**src/rtl/add_fu_pipe.sv**
```systemverilog
// Pipelined add/subtract functional unit for the ADD reservation-station path.
// The adder sits in front of the first stage; later stages form an elastic FIFO-ordered pipe.
module add_fu_pipe #(
  parameter int WIDTH  = 32,
  parameter int STAGES = 2,
  parameter int TAG_W  = 4
) (
  input  logic             clk,
  input  logic             rst,
  input  logic             flush,
  input  logic             in_valid,
  output logic             in_ready,
  input  logic             in_op,
  input  logic [WIDTH-1:0] in_a,
  input  logic [WIDTH-1:0] in_b,
  input  logic             in_cin,
  input  logic [TAG_W-1:0] in_tag,
  output logic             out_valid,
  input  logic             out_ready,
  output logic [WIDTH-1:0] out_sum,
  output logic             out_cout,
  output logic             out_ovf,
  output logic [TAG_W-1:0] out_tag,
  output logic             busy
);

  typedef struct packed {
    logic             ovf;
    logic             cout;
    logic [WIDTH-1:0] sum;
  } res_t;

  // Subtract is a + ~b + 1, so the forced carry-in doubles as the subtract select.
  function automatic res_t add_fn(input logic op, input logic signed [WIDTH-1:0] a,
                                  input logic signed [WIDTH-1:0] b, input logic cin);
    logic signed [WIDTH-1:0] bx;
    logic [WIDTH:0]          full;
    res_t                    r;
    bx     = op ? ~b : b;
    full   = {1'b0, a} + {1'b0, bx} + {{WIDTH{1'b0}}, (op | cin)};
    r.sum  = full[WIDTH-1:0];
    r.cout = full[WIDTH];
    r.ovf  = (a[WIDTH-1] == bx[WIDTH-1]) && (full[WIDTH-1] != a[WIDTH-1]);
    return r;
  endfunction

  res_t              res_p0;
  logic              accept;
  logic [STAGES-1:0] load;
  logic [STAGES-1:0] vld_p;
  res_t              res_p [STAGES];
  logic [TAG_W-1:0]  tag_p [STAGES];

  assign res_p0 = add_fn(in_op, in_a, in_b, in_cin);

  // A stage can load if any stage at or after it is empty, or the CDB takes the head.
  always_comb begin
    logic chain;
    chain = out_ready;
    load  = '0;
    for (int i = STAGES - 1; i >= 0; i--) begin
      chain   = chain || !vld_p[i];
      load[i] = chain;
    end
  end

  assign in_ready = load[0] && !flush;
  assign accept   = in_valid && in_ready;

  // Stage 1 captures the adder result; stages 2..STAGES shift when they may load.
  always_ff @(posedge clk or posedge rst) begin
    if (rst) begin
      vld_p <= '0;
      for (int i = 0; i < STAGES; i++) begin
        res_p[i] <= '0;
        tag_p[i] <= '0;
      end
    end else begin
      if (load[0]) begin
        vld_p[0] <= accept;
        res_p[0] <= res_p0;
        tag_p[0] <= in_tag;
      end
      for (int i = 1; i < STAGES; i++) begin
        if (load[i]) begin
          vld_p[i] <= vld_p[i-1];
          res_p[i] <= res_p[i-1];
          tag_p[i] <= tag_p[i-1];
        end
      end
      if (flush) vld_p <= '0;
    end
  end

  assign out_valid = vld_p[STAGES-1];
  assign out_sum   = res_p[STAGES-1].sum;
  assign out_cout  = res_p[STAGES-1].cout;
  assign out_ovf   = res_p[STAGES-1].ovf;
  assign out_tag   = tag_p[STAGES-1];
  assign busy      = |vld_p;

endmodule

```
**config.mk**
```make
export PLATFORM = sky130hd
export DESIGN_NAME = add_fu_pipe
export DESIGN_NICKNAME = d
export VERILOG_FILES = /design/src/rtl/add_fu_pipe.sv
export SDC_FILE = /design/constraint.sdc
export NUM_CORES = 1
export LEC_CHECK = 0
export ABC_AREA = 1
export CORE_ASPECT_RATIO = 0.8
export CORE_MARGIN = 2
export CORE_UTILIZATION = 25
export CTS_CLUSTER_DIAMETER = 60
export DETAILED_ROUTE_END_ITERATION = 16
export SYNTH_ARGS = -nofsm -noshare
export SYNTH_HDL_FRONTEND = slang
export SYNTH_SLANG_ARGS = --single-unit
export TNS_END_PERCENT = 5
```
**constraint.sdc**
```tcl
create_clock -name clk -period 6.53 [get_ports clk]
set_clock_uncertainty 0.2 [all_clocks]
set_input_delay 0.9795 -clock clk [delete_from_list [all_inputs] [get_ports clk]]
set_output_delay 0.9795 -clock clk [all_outputs]
set_load 0.01 [all_outputs]
```
==> results.sh <==
export IMPL_slew_viol_final=0
export IMPL_ys_warn_count=0
export IMPL_die_area_mm2=0.0255
export IMPL_internal_power_mw=1.22
export IMPL_synthDominantAreaCellType="dfrtp_1"
export IMPL_synth_avg_cell_area_um2=6.75
export IMPL_yosys_top_cells_count="nand2_1, inv_1, dfrtp_1, xor2_1, buf_4"
export IMPL_first_global_vias=5011
export IMPL_critPathArrivalTime_ns=3.55
export IMPL_fill_cells=2574
export IMPL_leakagePower_nw=3.94
export IMPL_grt_overflow_total=0
export IMPL_grt_max_degree=79
export IMPL_finalNetCount=1078
export IMPL_die_width_um=178
export IMPL_drive_above_1_share_pct=8.41
export IMPL_finalSetupTns_ns=0
export IMPL_criticalPathCategory="in -> out"
export IMPL_setup_ws_ns=1.80
export IMPL_firstDrtPassIters=7
export IMPL_routed_wl_um=16300
export IMPL_htreeDepth=3
export IMPL_netSwitchingFraction_pct=35.9
export IMPL_yosysSeqAreaShare_pct=32.3
export IMPL_cts_tree="yes"
export IMPL_grt_first_pass_wirelength_um=26300
export IMPL_synth_most_common_cell="nand2_1"
export IMPL_clock_path_buffers=2
export IMPL_peakVddDrop_v=0.000136
export IMPL_holdPathStages=2
export IMPL_clkTransAtPathRegs_ns=0.06
export IMPL_timing_fmax_ghz=0.212
export IMPL_period_needed_ns=4.73
export IMPL_synth_edf_count=0
export IMPL_postSynthCellCount=897
export IMPL_fin_cells=1287
export IMPL_core_mm2=0.0236
export IMPL_reg2reg_depth=8
export IMPL_dp_hpwl_um=13200
export IMPL_hold_class="reg -> reg"
export IMPL_async_flop_share_pct=100
export IMPL_die_h_um=143
export IMPL_post_dp_cell_area_mm2=0.00725
export IMPL_synth_ff_type="dfrtp_1"
export IMPL_period_share_pct=72.4
export IMPL_slew_headroom_pct=34.7
export IMPL_post_cts_setup_buffers=0
export IMPL_combinationalPowerShare_pct=39.2
export IMPL_required_ns=5.35
export IMPL_grt_usage_pct=13.2
export IMPL_wire_per_inst_um=12.7
export IMPL_path_max_fanout=58
export IMPL_n_antenna_cell=0
export IMPL_netlist_area_mm2=0.00605
export IMPL_max_slew_worst_pin_slew_ns=0.979
export IMPL_gp_congestion=0.901
export IMPL_final_area_mm2=0.00754
export IMPL_fp_row_count=50
export IMPL_hp_start="res_p[47]"
export IMPL_synth_seq_cells=78
export IMPL_drc=0
export IMPL_rrSetupSlack_ns=3.48
export IMPL_cts_resized_gates=0
export IMPL_port_buffers=115
export IMPL_syn_nets=1005
export IMPL_vias_per_cell=4.14
export IMPL_antenna_found_initial=0
export IMPL_cap_viol_max_count=0
export IMPL_num_io_pins=116
export IMPL_cts_buffers=9
export IMPL_p_sw_uw=682
export IMPL_dp_cells=1271
export IMPL_synth_area_top_cells="dfrtp_1, nand2_1, inv_1, ha_1, xor2_1"
export IMPL_status="completed"
export IMPL_start_util_pct=25.7
export IMPL_cts_root_buf="clkbuf_16"
export IMPL_dr_total_vias=5323
export IMPL_end_kind="primary output"
export IMPL_ant_nets=0
export IMPL_finalSetupViolations=0
export IMPL_hold_path_end="out_sum[13]"
export IMPL_place_ws_ns=1.79
export IMPL_rr_endpoint="res_p[54]"
export IMPL_drt_iter0_markers=391
export IMPL_hold_viol=0
export IMPL_rsz0062_at_grt="false"
export IMPL_synth_distinct_cells=32
export IMPL_cts_sinks=78
export IMPL_worstReg2RegStart="vld_p[1]"
export IMPL_pwr_share_clk_pct=25.5
export IMPL_area_growth_pct=24.6
export IMPL_insertion_delay_ns=0.33
export IMPL_pwr_share_seq_pct=35.4
export IMPL_p_per_area_mw_per_mm2=252
export IMPL_start_kind="input port"
export IMPL_synth_top_area_share_pct=32.3
export IMPL_ctsHoldBuffers=0
-- cells in the final DEF, fill, tap and decap left out, types with 9 or more instances in the layout --
master	instances
o21ai_0	29
inv_2	13
inv_1	133
ha_1	31
nand2_1	344
o21ai_1	13
nor2_2	9
xor2_1	41
clkbuf_16	9
clkdlybuf4s50_1	114
nor2_1	33
nand3_1	30
a21oi_1	22
nand2_2	20
dfrtp_1	78
-- cell families after synthesis --
logic type | after synthesis | share of synthesized area (%)
buffers and inverters | 202 | 15.0
XOR/XNOR | 43 | 6.22
AO/OA/AOI/OAI | 69 | 5.95
adder cells (fa/ha/maj) | 33 | 7.07
flip-flops | 78 | 32.3
AND/OR/NAND/NOR | 472 | 33.5
-- sequential cells by signal, summed over array words and instances (netlist names) --
register	count
out_sum	32
vld_p	2
tag_p	4
out_tag	4
out_cout	1
res_p	34
out_ovf	1
-- critical path, stage by stage --
cell             delay (ns)
clkdlybuf4s50_1        0.45
nor2_4                 0.11
buf_4                  0.45
inv_2                  0.30
nor2_4                 0.53
or2_2                  0.21
inv_1                  0.04
clkdlybuf4s50_1        0.46
-- power by group through the flow --
stage	Combinational, mW	Clock [mW]	Sequential, mW
floorplan	0.514	0	0.661
global placement	0.745	0	0.676
detailed placement	0.749	0	0.680
CTS	0.752	0.493	0.673
global route	0.840	0.516	0.687
finish	0.745	0.484	0.672
-- layer usage --
metal / up-vias / GRT usage [%] / wire [um]
li1: 2817 / - / -
met1: 2344 / 20.9 / 8890
met2: 152 / 18.7 / 6330
met3: 10 / 1.97 / 1010
met4: 0 / 2.07 / 99
met5: - / 0 / 0
-- worst max path at each step --
stage                     startpoint        end  slack (ns)  cells after the start
after global routing       out_ready   in_ready        1.56                      8
final                      out_ready   in_ready        1.80                      8
after floorplan                in_op  res_p[50]        3.14                     16
after CTS                  out_ready   in_ready        1.77                      8
after global placement     out_ready   in_ready        1.84                      8
after detailed placement   out_ready   in_ready        1.79                      8
-- per-stage QoR --
step / hold slack [ns] / power [mW] / utilization (%)
floorplan: 0.242 / 1.17 / -
global placement: 0.256 / 1.42 / 30.8
detailed placement: 0.260 / 1.43 / 30.8
CTS: 0.276 / 1.92 / 32.0
global route: 0.303 / 2.04 / 32.0
finish: 0.273 / 1.90 / 32.0
-- area by class of cell --
class	count	area (um^2)	area share [%]
sequential	78	1950	25.9
timing repair buffer	117	1160	15.4
clock inverter	7	65.1	0.862
multi-input combinational	617	3200	42.4
inverter	147	553	7.33
tap	312	390	5.17
clock buffer	9	225	2.99
Power figures use the tool's default switching activity.
